<file path="config.mk">
export PLATFORM = sky130hd
export DESIGN_NAME = dm_sba_arbiter
export DESIGN_NICKNAME = d
export VERILOG_FILES = /design/src/rtl/dm_sba_arbiter.sv
export SDC_FILE = /design/constraint.sdc
export NUM_CORES = 1
export LEC_CHECK = 0
export BUFFER_PORTS_ARGS = -buffer_cell sky130_fd_sc_hd__buf_4
export CAP_MARGIN = 10
export CORE_AREA = 2 2 111 113
export DETAILED_ROUTE_END_ITERATION = 10
export DIE_AREA = 0 0 113 115
export PLACE_DENSITY_LB_ADDON = 0.08
export REMOVE_ABC_BUFFERS = 1
export SLEW_MARGIN = 30
export SYNTH_ARGS = -nofsm -noshare
export SYNTH_HDL_FRONTEND = slang
export SYNTH_SLANG_ARGS = --single-unit
export TNS_END_PERCENT = 1
</file>
<file path="constraint.sdc">
create_clock -name clk_i -period 1.55 [get_ports clk_i]
set_clock_uncertainty 0.1 [all_clocks]
set_input_delay 0.155 -clock clk_i [delete_from_list [all_inputs] [get_ports clk_i]]
set_output_delay 0.155 -clock clk_i [all_outputs]
set_load 0.02 [all_outputs]
</file>
<file path="src/rtl/dm_sba_arbiter.sv">
// Shares the debug module system-bus master port between NrReq requesters, routing responses in order.
// Build option: define DM_SBA_ARB_FIXED_PRIO_EN for fixed priority (lowest index wins) instead of round-robin.
module dm_sba_arbiter #(
  parameter int unsigned NrReq          = 2,
  parameter int unsigned BusWidth       = 32,
  parameter int unsigned MaxOutstanding = 2
) (
  input  logic                                 clk_i,
  input  logic                                 rst_ni,
  input  logic [NrReq-1:0]                     req_i,
  input  logic [NrReq-1:0][BusWidth-1:0]       add_i,
  input  logic [NrReq-1:0]                     we_i,
  input  logic [NrReq-1:0][BusWidth-1:0]       wdata_i,
  input  logic [NrReq-1:0][BusWidth/8-1:0]     be_i,
  output logic [NrReq-1:0]                     gnt_o,
  output logic [NrReq-1:0]                     r_valid_o,
  output logic [BusWidth-1:0]                  r_rdata_o,
  output logic                                 master_req_o,
  output logic [BusWidth-1:0]                  master_add_o,
  output logic                                 master_we_o,
  output logic [BusWidth-1:0]                  master_wdata_o,
  output logic [BusWidth/8-1:0]                master_be_o,
  input  logic                                 master_gnt_i,
  input  logic                                 master_r_valid_i,
  input  logic [BusWidth-1:0]                  master_r_rdata_i,
  output logic                                 err_o
);
  localparam int unsigned IdxW = $clog2(NrReq);
  localparam int unsigned PtrW = (MaxOutstanding > 1) ? $clog2(MaxOutstanding) : 1;
  localparam int unsigned CntW = $clog2(MaxOutstanding + 1);

  typedef logic [IdxW-1:0] idx_t;
  typedef logic [PtrW-1:0] ptr_t;

  idx_t            sel;
  idx_t            sel_free;
  idx_t            lock_idx_q;
  logic            locked_q;
  logic [CntW-1:0] count_q;
  ptr_t            wr_ptr_q;
  ptr_t            rd_ptr_q;
  idx_t            fifo_q [MaxOutstanding];
  logic            can_issue;
  logic            handshake;
  logic            pop;

  function automatic ptr_t next_ptr(input ptr_t p);
    return (p == ptr_t'(MaxOutstanding - 1)) ? '0 : p + ptr_t'(1);
  endfunction

`ifdef DM_SBA_ARB_FIXED_PRIO_EN
  always_comb begin
    sel_free = '0;
    for (int i = NrReq - 1; i >= 0; i--) begin
      if (req_i[i]) sel_free = idx_t'(i);
    end
  end
`else
  idx_t rr_ptr_q;

  // Search upward starting just past the last granted requester.
  always_comb begin
    logic found;
    idx_t cand;
    sel_free = '0;
    found    = 1'b0;
    cand     = '0;
    for (int unsigned i = 1; i <= NrReq; i++) begin
      cand = idx_t'((32'(rr_ptr_q) + i) % NrReq);
      if (!found && req_i[cand]) begin
        found    = 1'b1;
        sel_free = cand;
      end
    end
  end

  always_ff @(posedge clk_i or negedge rst_ni) begin
    if (!rst_ni) begin
      rr_ptr_q <= idx_t'(NrReq - 1);
    end else if (handshake) begin
      rr_ptr_q <= sel;
    end
  end
`endif

  // A stalled request stays locked so its payload cannot change under the bus.
  assign sel          = locked_q ? lock_idx_q : sel_free;
  assign can_issue    = (count_q < CntW'(MaxOutstanding));
  assign master_req_o = (|req_i) & can_issue;
  assign handshake    = master_req_o & master_gnt_i;
  assign pop          = master_r_valid_i & (count_q != '0);

  always_comb begin
    master_add_o   = '0;
    master_we_o    = 1'b0;
    master_wdata_o = '0;
    master_be_o    = '0;
    gnt_o          = '0;
    r_valid_o      = '0;
    r_rdata_o      = '0;
    if (master_req_o) begin
      master_add_o   = add_i[sel];
      master_we_o    = we_i[sel];
      master_wdata_o = wdata_i[sel];
      master_be_o    = be_i[sel];
    end
    if (handshake) gnt_o[sel] = 1'b1;
    if (pop) begin
      r_valid_o[fifo_q[rd_ptr_q]] = 1'b1;
      r_rdata_o                   = master_r_rdata_i;
    end
  end

  always_ff @(posedge clk_i or negedge rst_ni) begin
    if (!rst_ni) begin
      locked_q   <= 1'b0;
      lock_idx_q <= '0;
      count_q    <= '0;
      wr_ptr_q   <= '0;
      rd_ptr_q   <= '0;
      err_o      <= 1'b0;
      for (int i = 0; i < MaxOutstanding; i++) fifo_q[i] <= '0;
    end else begin
      if (handshake) begin
        locked_q         <= 1'b0;
        fifo_q[wr_ptr_q] <= sel;
        wr_ptr_q         <= next_ptr(wr_ptr_q);
      end else if (master_req_o) begin
        locked_q   <= 1'b1;
        lock_idx_q <= sel;
      end
      if (pop) rd_ptr_q <= next_ptr(rd_ptr_q);
      if (handshake && !pop) begin
        count_q <= count_q + CntW'(1);
      end else if (!handshake && pop) begin
        count_q <= count_q - CntW'(1);
      end
      if (master_r_valid_i && (count_q == '0)) err_o <= 1'b1;
    end
  end

endmodule

</file>
Word-level counts from Yosys, hierarchy flattened
Cells that the tools add are included.

Output and inout port bits: 107. Register bits after elaboration: 10.

Order comparisons: 10. Reductions and logical operators: 16. Bitwise logic cells: 6. $add $sub $neg: 6. Muxes and demuxes: 39.

Operators with widths (number): $mux W32 (7); $mux W1 (21); $mux W4 (3); $lt A1 B2 Y1 const B (4); $mux W2 (4); $logic_and A1 B1 Y1 (7); $reduce_bool A2 Y1 (3); $add A1 B1 Y1 const B (4); $ge A2 B2 Y1 const B (2); $not A1 Y2 (2); $and A1 B1 Y1 (3); $demux W1 S1 (3); $logic_not A1 Y1 (3); $add A2 B1 Y2 const B (1); $bwmux W2 (1); $ge A1 B1 Y1 const B (2); $logic_not A2 Y1 (1); $lt A2 B1 Y1 const B (1); $lt A2 B2 Y1 const B (1); $reduce_and A2 Y1 (1); $reduce_or A2 Y1 (1); $sub A2 B1 Y2 const B (1); $not A1 Y1 (1).

Depth between registers and ports, before layout
Gate-level depths: netlist (run 1).

Depth in word-level cells: 13. Gate-level depth with buffers: 7.

Worst setup path after synthesis (run 1)
OpenSTA, ideal clock, no wires.

Kind: reg-to-output. Start point: reg rr_ptr_q. End point: out master_add_o[0]. Data required time: 1.295 ns. Path slack: -0.205 ns. Arrival time: 1.500 ns. Cell stages (with the launch flop): 6. Path through: dfstp_2 a21boi_2 mux2i_4 buf_6 buf_6 mux2i_1.

Cells in the longest elaborated chain, start to end: 11. Elaborated cells between the ends (all ways): 15.

RTL lines: from (decl) (RTL line 59) `idx_t rr_ptr_q;`; from (signal assigned) (RTL line 79) `rr_ptr_q <= idx_t'(NrReq - 1);`; from (signal assigned) (RTL line 81) `rr_ptr_q <= sel;`; $add A1 B1 Y1 (RTL line 69) `cand = idx_t'((32'(rr_ptr_q) + i) % NrReq);`; $mux W1 (implied by the code) (2 in a row) (RTL line 70) `if (!found && req_i[cand]) begin`; $mux W1 (RTL line 70); $logic_not A1 Y1 (RTL line 70); $logic_and A1 B1 Y1 (RTL line 70); $mux W1 (*) (RTL line 70); $mux W1 (*) (RTL line 87) `assign sel = locked_q ? lock_idx_q : sel_free;`; $mux W32 (implied by the code) (*) (2 in a row) (RTL line 102) `master_add_o = add_i[sel];`; $mux W32 (*) (RTL line 101) `if (master_req_o) begin`; to (decl) (RTL line 19) `output logic [BusWidth-1:0] master_add_o,`.

Every way passes the cells marked *; elsewhere a longest branch is shown, timed or not. The select of a mux whose other input is x is not followed.

Final worst setup path (run 1)
Start point: reg rr_ptr_q. End point: out master_wdata_o[23].

Cells in the longest elaborated chain, start to end: 11. Elaborated cells between the ends (all ways): 15.

RTL lines: $add A1 B1 Y1 (RTL line 69); $mux W1 (implied by the code) (2 in a row) (RTL line 70); $mux W1 (RTL line 70); $logic_not A1 Y1 (RTL line 70); $logic_and A1 B1 Y1 (RTL line 70); $mux W1 (*) (RTL line 70); $mux W1 (*) (RTL line 87); $mux W32 (implied by the code) (*) (2 in a row) (RTL line 104) `master_wdata_o = wdata_i[sel];`; $mux W32 (*) (RTL line 101); to (decl) (RTL line 21) `output logic [BusWidth-1:0] master_wdata_o,`.

Marks and branches as above.

==> flow_summary.html, run 1 <==
<table>
<tr><th>Metric</th><th>Value</th></tr>
<tr><th colspan="2">Floorplanning</th></tr>
<tr><td>Die width</td><td>113 um</td></tr>
<tr><td>Starting Density</td><td>17.6%</td></tr>
<tr><td>Vertical extent of the die</td><td>115 um</td></tr>
<tr><td>Cell Rows</td><td>40</td></tr>
<tr><td>Total I/O pin count</td><td>283</td></tr>
<tr><td>Area of the die</td><td>0.0130 mm^2</td></tr>
<tr><td>Std-Cell Core Area</td><td>0.0118 mm^2</td></tr>
<tr><th colspan="2">Clocking</th></tr>
<tr><td>CTS H-Tree Depth</td><td>1</td></tr>
<tr><td>Count of buffers added by post-CTS timing repair for setup</td><td>0</td></tr>
<tr><td>Root Buffer</td><td>sky130_fd_sc_hd__clkbuf_16</td></tr>
<tr><td>Count of clock tree sinks</td><td>10</td></tr>
<tr><td>TritonCTS clock tree</td><td>done</td></tr>
<tr><td>Skew-Pair Late Insertion Delay</td><td>0.24 ns</td></tr>
<tr><td>Clock-pin slew on the worst setup and hold paths</td><td>0.04 ns</td></tr>
<tr><td>Max Buffers Root-to-Sink</td><td>2</td></tr>
<tr><td>Number of buffers inserted during clock tree synthesis</td><td>3</td></tr>
<tr><th colspan="2">Cells and area</th></tr>
<tr><td>NumNets Final</td><td>773</td></tr>
<tr><td>Post-route core utilization</td><td>40.4%</td></tr>
<tr><td>Non-filler cells, final</td><td>742</td></tr>
<tr><td>Area growth, synth to finish</td><td>129%</td></tr>
<tr><td>Fill cell count</td><td>1246</td></tr>
<tr><td>Fraction of layout cells with a size suffix above 1</td><td>55.5%</td></tr>
<tr><td>Diodes inserted</td><td>0</td></tr>
<tr><th colspan="2">Global route</th></tr>
<tr><td>Wire length of the first global-routing pass</td><td>13.4 mm</td></tr>
<tr><td>Maximum number of pins on one net before global-route repair</td><td>38</td></tr>
<tr><td>Grt ovf</td><td>0</td></tr>
<tr><td>Vias in the first global route</td><td>2824</td></tr>
<tr><td>Overall track demand over capacity in global routing</td><td>12.7%</td></tr>
<tr><td>Number of antenna violations at the first check in global routing</td><td>0</td></tr>
<tr><th colspan="2">Routing</th></tr>
<tr><td>Via-to-Cell Ratio</td><td>4.17</td></tr>
<tr><td>Detailed-route via count</td><td>3092</td></tr>
<tr><td>WL per Instance</td><td>12.8 um</td></tr>
<tr><td>Count of routing violations after the opening detailed-route iteration</td><td>90</td></tr>
<tr><td>DR pass1 iterations</td><td>7</td></tr>
<tr><td>Final WL</td><td>9.50 mm</td></tr>
<tr><td>Final ANT Viol Nets</td><td>0</td></tr>
<tr><td>Remaining design rule violation count</td><td>20</td></tr>
<tr><th colspan="2">Critical path</th></tr>
<tr><td>Count of cells along the worst register-to-register path</td><td>6</td></tr>
<tr><td>Worst R2R Setup Slack</td><td>-0.10 ns</td></tr>
<tr><td>Capture instance of the worst register-to-register path</td><td>count_q[1]</td></tr>
<tr><td>Worst path cell trace</td><td>a21boi_2 &gt; mux2i_4 &gt; buf_12 &gt; buf_12 &gt; mux2i_2 &gt; buf_4</td></tr>
<tr><td>Biggest cell delay along the critical path</td><td>0.54 ns</td></tr>
<tr><td>Slowest cell on crit path</td><td>sky130_fd_sc_hd__dfstp_2</td></tr>
<tr><td>Data required time at the worst endpoint</td><td>1.29 ns</td></tr>
<tr><td>Startpoint of the most critical register-to-register path</td><td>count_q[1]</td></tr>
<tr><td>Worst path arrival time</td><td>1.74 ns</td></tr>
<tr><td>CP most frequent cell</td><td>sky130_fd_sc_hd__buf_12</td></tr>
<tr><td>CP Class</td><td>reg2out</td></tr>
<tr><td>Worst setup path start</td><td>rr_ptr_q</td></tr>
<tr><td>Critical path fanouts, max</td><td>11</td></tr>
<tr><td>CP Capture Type</td><td>output port</td></tr>
<tr><td>Kind of start point of the critical path</td><td>register</td></tr>
<tr><th colspan="2">Pwr</th></tr>
<tr><td>Power density over the cells</td><td>1700 mW/mm^2</td></tr>
<tr><td>Largest vdd supply drop</td><td>0.616 mV</td></tr>
<tr><td>Leakage Power</td><td>2.61 nW</td></tr>
<tr><th colspan="2">Timing</th></tr>
<tr><td>Fin crit share</td><td>129%</td></tr>
<tr><td>Final hold slack</td><td>0.0306 ns</td></tr>
<tr><td>Final setup vio count</td><td>107</td></tr>
<tr><td>Measured slew at the worst slew-check pin</td><td>0.311 ns</td></tr>
<tr><td>Worst setup margin</td><td>-0.447 ns</td></tr>
<tr><td>Slew Limit Headroom</td><td>78.6%</td></tr>
<tr><td>Max-slew violation count</td><td>0</td></tr>
<tr><td>Maximum achievable frequency</td><td>0.501 GHz</td></tr>
<tr><td>Final hold violations</td><td>0</td></tr>
<tr><td>Min Clock Period, post-route</td><td>2.00 ns</td></tr>
<tr><td>Unrepaired setup endpoints after global routing</td><td>true</td></tr>
<tr><th colspan="2">Placed design</th></tr>
<tr><td>Final estimated routing congestion in global placement</td><td>0.730</td></tr>
<tr><td>Worst slack at placement</td><td>-0.191 ns</td></tr>
<tr><td>Number of port buffers</td><td>282</td></tr>
<tr><td>Cell Count Post-Placement</td><td>737</td></tr>
<tr><td>Final HPWL from detailed placement</td><td>8.14 mm</td></tr>
<tr><th colspan="2">Synthesis</th></tr>
<tr><td>FF+latch count, synth</td><td>10</td></tr>
<tr><td>Number of unique standard cell types used by synthesis</td><td>21</td></tr>
<tr><td>Proportion of synthesized area in mux cells</td><td>34.7%</td></tr>
<tr><td>Area fraction in compound gates after synthesis</td><td>3.60%</td></tr>
<tr><td>Combinational family with the most area after synthesis</td><td>simple AND/OR/NAND/NOR gates</td></tr>
<tr><td>Basic-gate share of the synthesized area counting and, or, nand and nor cells</td><td>36.9%</td></tr>
<tr><td>Post-Synth Adder-Cell Area</td><td>0.601%</td></tr>
<tr><td>Xor-xnor portion of the synthesized cell area</td><td>2.10%</td></tr>
<tr><td>Synth Area per Inst</td><td>6.74 um^2</td></tr>
<tr><td>Total of warnings raised by yosys</td><td>0</td></tr>
<tr><td>Part of the Yosys area used for sequential elements</td><td>12.1%</td></tr>
<tr><td>Post-synthesis cell count</td><td>309</td></tr>
<tr><td>Synthesized area</td><td>0.00208 mm^2</td></tr>
<tr><th colspan="2">Hold path</th></tr>
<tr><td>Tightest Hold Check Type</td><td>in2reg</td></tr>
<tr><td>Origin of the worst min-delay path</td><td>master_r_valid_i</td></tr>
<tr><td>Hold Path End</td><td>err_o</td></tr>
<tr><td>Min-Delay Path Depth</td><td>2</td></tr>
<tr><th colspan="2">Run</th></tr>
<tr><td>Maxcap violations</td><td>0</td></tr>
<tr><th colspan="2">Run status</th></tr>
<tr><td>Status</td><td>complete, but fails checks</td></tr>
<tr><td>Violated checks</td><td>design-rule violations, negative setup slack</td></tr>
</table>
-- cell usage after synthesis, drive strengths merged --
master  number  area [um^2]
mux2i       71          723
dfrtp        9          225
a21o         1         7.51
nand2      138          518
dfstp        1         26.3
a31oi        5         31.3
and2        34          213
o21ba        1         10.0
nor2b        3         18.8
a21boi       1         11.3
ha           1         12.5
clkbuf       3         11.3
a21oi        3         15.0
xor2         2         17.5
nor2         5         18.8
xnor2        3         26.3
buf         25          186
inv          3         11.3
-- worst max-delay path by stage --
stage / end / cells after the start
2_1_floorplan: count_q[1] / 6
3_3_place_gp: master_add_o[26] / 6
3_5_place_dp: master_wdata_o[8] / 6
4_1_cts: master_add_o[26] / 6
5_1_grt: master_wdata_o[23] / 6
6_report: master_wdata_o[23] / 6
-- placed cells by master (no fill, tap or decap), types with 2 or more instances in the layout --
cell	n
sky130_fd_sc_hd__a31oi_1	5
sky130_fd_sc_hd__clkbuf_16	3
sky130_fd_sc_hd__buf_4	273
sky130_fd_sc_hd__and2_4	7
sky130_fd_sc_hd__xnor2_1	3
sky130_fd_sc_hd__dfrtp_1	9
sky130_fd_sc_hd__inv_1	3
sky130_fd_sc_hd__buf_6	26
sky130_fd_sc_hd__nor2_1	3
sky130_fd_sc_hd__nand2_1	137
sky130_fd_sc_hd__xor2_1	2
sky130_fd_sc_hd__a21oi_1	3
sky130_fd_sc_hd__mux2i_1	69
sky130_fd_sc_hd__nor2_4	2
sky130_fd_sc_hd__buf_12	10
sky130_fd_sc_hd__and2_1	27
-- per-layer routing --
layer / GRT usage (%) / part of all wire [%]
met1: 11.8 / 31
met2: 25.9 / 54
met3: 5.48 / 14
met4: 1.95 / 0.62
met5: 0 / 0
-- stage by stage --
step	instance area (um^2)	TNS (ns)	power, W
floorplan	1890	-195.63	0.00369
global placement	4510	-9.47	0.00740
detailed placement	4510	-10.98	0.00742
CTS	4640	-34.23	0.00805
global route	4770	-38.11	0.00865
finish	4770	-31.06	0.00810
-- where the power goes --
group	internal, W	switching, W	total, W
clock	0.000388	0.000123	0.000512
sequential	0.000395	0.000109	0.000505
combinational	0.00349	0.00359	0.00708
total	0.00428	0.00382	0.00810
-- worst max-delay path: cells and delay by family, from the launching register on --
family | cells | cell delay (ns)
buffers and inverters | 3 | 0.50
flip-flops | 1 | 0.54
AO/OA/AOI/OAI | 1 | 0.07
multiplexers | 2 | 0.39
-- cells by family after synthesis --
| family | after synthesis |
|---|---|
| AND/OR/NAND/NOR | 180 |
| multiplexers | 71 |
| buffers and inverters | 31 |
| AO/OA/AOI/OAI | 11 |
| flip-flops | 10 |
| XOR/XNOR | 5 |
| adder cells (fa/ha/maj) | 1 |
-- what timing repair did --
action                                  in CTS  in global routing
pin swaps                                    0                  8
gates resized for setup                     11                 35
endpoints found under the hold margin       10                  0
hold buffers                                 1                  0
endpoints found under the setup margin     107                108
-- state kept, by name, summed over array words and instances (netlist names) --
register	count
rr_ptr_q	1
err_o	1
count_q	2
wr_ptr_q	1
rd_ptr_q	1
lock_idx_q	1
fifo_q	2
locked_q	1
-- layout make-up --
cell class | count | area [um^2] | share of cell area, %
clock buffer | 4 | 88.8 | 1.86
inverter | 3 | 11.3 | 0.236
multi-input combinational | 268 | 1680 | 35.3
sequential | 10 | 251 | 5.27
tap | 147 | 184 | 3.86
timing repair buffer | 310 | 2550 | 53.5
Power figures use the tool's default switching activity.
==> run 2: changes to the inputs <==
Settings changed: PLACE_DENSITY_LB_ADDON 0.08 to not set.
==> run 2 against run 1 <==
Effect of this change: the run still ends with design-rule violations, negative setup slack left; first-iteration DRC count is 2.2% higher; sequential power is 2% higher; fmax is 1.2% lower; critical endpoint is now master_add_o[19].
==> flow_summary.html, run 2 (synthesis gave the netlist of run 1 again) <==
<table>
<tr><th>Metric</th><th>Value</th></tr>
<tr><th colspan="2">Critical path</th></tr>
<tr><td>Worst path bufs/invs</td><td>3</td></tr>
<tr><td>Kind of start point of the critical path</td><td>register</td></tr>
<tr><td>Path length in cells of the critical path</td><td>6</td></tr>
<tr><td>CP Class</td><td>reg2out</td></tr>
<tr><td>CP Capture Type</td><td>output port</td></tr>
<tr><td>Count of cells along the worst register-to-register path</td><td>6</td></tr>
<tr><td>Startpoint of the most critical register-to-register path</td><td>count_q[1]</td></tr>
<tr><td>Worst path arrival time</td><td>1.77 ns</td></tr>
<tr><td>Critical path fanouts, max</td><td>7</td></tr>
<tr><td>Worst path cell trace</td><td>a21boi_2 &gt; mux2i_4 &gt; buf_12 &gt; buf_6 &gt; mux2i_2 &gt; buf_4</td></tr>
<tr><td>Worst setup path end</td><td>master_add_o[19]</td></tr>
<tr><td>Capture instance of the worst register-to-register path</td><td>count_q[1]</td></tr>
<tr><td>Worst R2R Setup Slack</td><td>-0.02 ns</td></tr>
<tr><td>Data required time at the worst endpoint</td><td>1.29 ns</td></tr>
<tr><td>Category of cells accounting for the largest share of critical-path delay</td><td>flip-flops</td></tr>
<tr><td>Biggest cell delay along the critical path</td><td>0.53 ns</td></tr>
<tr><td>Slowest cell on crit path</td><td>sky130_fd_sc_hd__dfstp_2</td></tr>
<tr><td>Worst setup path start</td><td>rr_ptr_q</td></tr>
<tr><th colspan="2">Floorplanning</th></tr>
<tr><td>Area of the die</td><td>0.0130 mm^2</td></tr>
<tr><td>Die width</td><td>113 um</td></tr>
<tr><td>Starting Density</td><td>17.6%</td></tr>
<tr><td>Total I/O pin count</td><td>283</td></tr>
<tr><td>Vertical extent of the die</td><td>115 um</td></tr>
<tr><td>Cell Rows</td><td>40</td></tr>
<tr><td>Std-Cell Core Area</td><td>0.0118 mm^2</td></tr>
<tr><th colspan="2">Routing</th></tr>
<tr><td>WL per Instance</td><td>13.0 um</td></tr>
<tr><td>Detailed-route via count</td><td>3133</td></tr>
<tr><td>Final ANT Viol Nets</td><td>0</td></tr>
<tr><td>Final WL</td><td>9.71 mm</td></tr>
<tr><td>Remaining design rule violation count</td><td>19</td></tr>
<tr><td>DR pass1 iterations</td><td>10</td></tr>
<tr><td>Count of routing violations after the opening detailed-route iteration</td><td>92</td></tr>
<tr><td>Via-to-Cell Ratio</td><td>4.19</td></tr>
<tr><th colspan="2">Timing</th></tr>
<tr><td>Final hold slack</td><td>0.0348 ns</td></tr>
<tr><td>Worst setup margin</td><td>-0.471 ns</td></tr>
<tr><td>Slew Limit Headroom</td><td>83.9%</td></tr>
<tr><td>Fin crit share</td><td>130%</td></tr>
<tr><td>Min Clock Period, post-route</td><td>2.02 ns</td></tr>
<tr><td>Maximum achievable frequency</td><td>0.495 GHz</td></tr>
<tr><td>Measured slew at the worst slew-check pin</td><td>0.242 ns</td></tr>
<tr><td>Unrepaired setup endpoints after global routing</td><td>true</td></tr>
<tr><td>Final setup vio count</td><td>105</td></tr>
<tr><td>Final setup TNS</td><td>-30.81 ns</td></tr>
<tr><td>Max-slew violation count</td><td>0</td></tr>
<tr><td>Final hold violations</td><td>0</td></tr>
<tr><th colspan="2">Placed design</th></tr>
<tr><td>Final estimated routing congestion in global placement</td><td>0.800</td></tr>
<tr><td>Final HPWL from detailed placement</td><td>7.86 mm</td></tr>
<tr><td>Number of port buffers</td><td>282</td></tr>
<tr><td>Cell Count Post-Placement</td><td>738</td></tr>
<tr><th colspan="2">Hold path</th></tr>
<tr><td>Tightest Hold Check Type</td><td>in2reg</td></tr>
<tr><th colspan="2">Pwr</th></tr>
<tr><td>Largest vdd supply drop</td><td>0.875 mV</td></tr>
<tr><td>Power density over the cells</td><td>1740 mW/mm^2</td></tr>
<tr><td>Final total power</td><td>0.00858 W</td></tr>
<tr><td>Leakage Power</td><td>2.65 nW</td></tr>
<tr><th colspan="2">Cells and area</th></tr>
<tr><td>Non-filler cells, final</td><td>747</td></tr>
<tr><td>NumNets Final</td><td>778</td></tr>
<tr><td>Most common cell after layout, fill and taps aside</td><td>sky130_fd_sc_hd__buf_4</td></tr>
<tr><td>Most frequent cells in the layout</td><td>sky130_fd_sc_hd__buf_4, sky130_fd_sc_hd__nand2_1, sky130_fd_sc_hd__mux2i_1</td></tr>
<tr><td>Largest registers</td><td>count_q: 2 flops, fifo_q: 2 flops</td></tr>
<tr><td>Diodes inserted</td><td>0</td></tr>
<tr><td>Area growth, synth to finish</td><td>137%</td></tr>
<tr><td>Fill cell count</td><td>1210</td></tr>
<tr><td>Sequential Area</td><td>251 um^2</td></tr>
<tr><td>Post-route core utilization</td><td>41.8%</td></tr>
<tr><td>Area of combinational cells with multiple inputs</td><td>0.00172 mm^2</td></tr>
<tr><td>Fraction of layout cells with a size suffix above 1</td><td>57.0%</td></tr>
<tr><th colspan="2">Global route</th></tr>
<tr><td>Overall track demand over capacity in global routing</td><td>13.4%</td></tr>
<tr><td>Maximum number of pins on one net before global-route repair</td><td>59</td></tr>
<tr><td>Vias in the first global route</td><td>3068</td></tr>
<tr><td>Number of antenna violations at the first check in global routing</td><td>0</td></tr>
<tr><td>Grt ovf</td><td>0</td></tr>
<tr><td>Wire length of the first global-routing pass</td><td>14.6 mm</td></tr>
<tr><th colspan="2">Run status</th></tr>
<tr><td>Status</td><td>complete, but fails checks</td></tr>
<tr><td>Violated checks</td><td>design-rule violations, negative setup slack</td></tr>
<tr><th colspan="2">Clocking</th></tr>
<tr><td>Count of clock tree sinks</td><td>10</td></tr>
<tr><td>Skew-Pair Late Insertion Delay</td><td>0.24 ns</td></tr>
<tr><td>CTS H-Tree Depth</td><td>1</td></tr>
<tr><td>TritonCTS clock tree</td><td>done</td></tr>
<tr><td>Clock-pin slew on the worst setup and hold paths</td><td>0.04 ns</td></tr>
<tr><td>Root Buffer</td><td>sky130_fd_sc_hd__clkbuf_16</td></tr>
<tr><td>Max Buffers Root-to-Sink</td><td>2</td></tr>
<tr><td>Number of buffers inserted during clock tree synthesis</td><td>3</td></tr>
<tr><th colspan="2">Run</th></tr>
<tr><td>Maxcap violations</td><td>0</td></tr>
</table>
[run 2: area by class of cell]
type / instances / area share, %
clock buffers: 4 / 1.80
repair buffers: 315 / 54.4
multi-input cells: 268 / 34.8
well taps: 147 / 3.73
flip-flops and latches: 10 / 5.10
inverters: 3 / 0.228
[run 2: power by group]
group / total [W] / internal (W) / switching, W
Sequential: 0.000515 / 0.000395 / 0.000120
Combinational: 0.00755 / 0.00382 / 0.00373
Clock: 0.000508 / 0.000388 / 0.000120
Total: 0.00858 / 0.00461 / 0.00397
[run 2: worst min-delay path by stage]
stage,slack [ns],cells past startpoint,end,start
2_1_floorplan,-0.24,0,count_q[0],rst_ni
3_3_place_gp,-0.11,1,err_o,rst_ni
3_5_place_dp,-0.11,1,err_o,rst_ni
4_1_cts,0.03,2,err_o,master_r_valid_i
5_1_grt,0.04,2,err_o,master_r_valid_i
6_report,0.03,2,err_o,master_r_valid_i
[run 2: metal layers]
metal  global-route usage, %  vias to the layer above  share of wire [%]
li1                        -                     1571                  -
met3                    3.43                       12                 10
met5                       0                        -                  0
met4                    2.20                        0                1.1
met1                    15.2                     1364                 38
met2                    25.6                      186                 51
[run 2: metrics by stage]
stage	setup WS, ns	instance area [um^2]
floorplan	-2.71	1890
detailed placement	-0.269	4500
global placement	-0.251	4500
CTS	-0.487	4720
global route	-0.534	4940
finish	-0.471	4940
[run 2: what timing repair did]
action	in CTS	in global routing
cloned	1	1
setup buffers	0	2
hold endpoints to repair	10	0
resized for setup	25	48
hold buffers	1	0
pin swaps	2	8
endpoints found under the setup margin	107	107
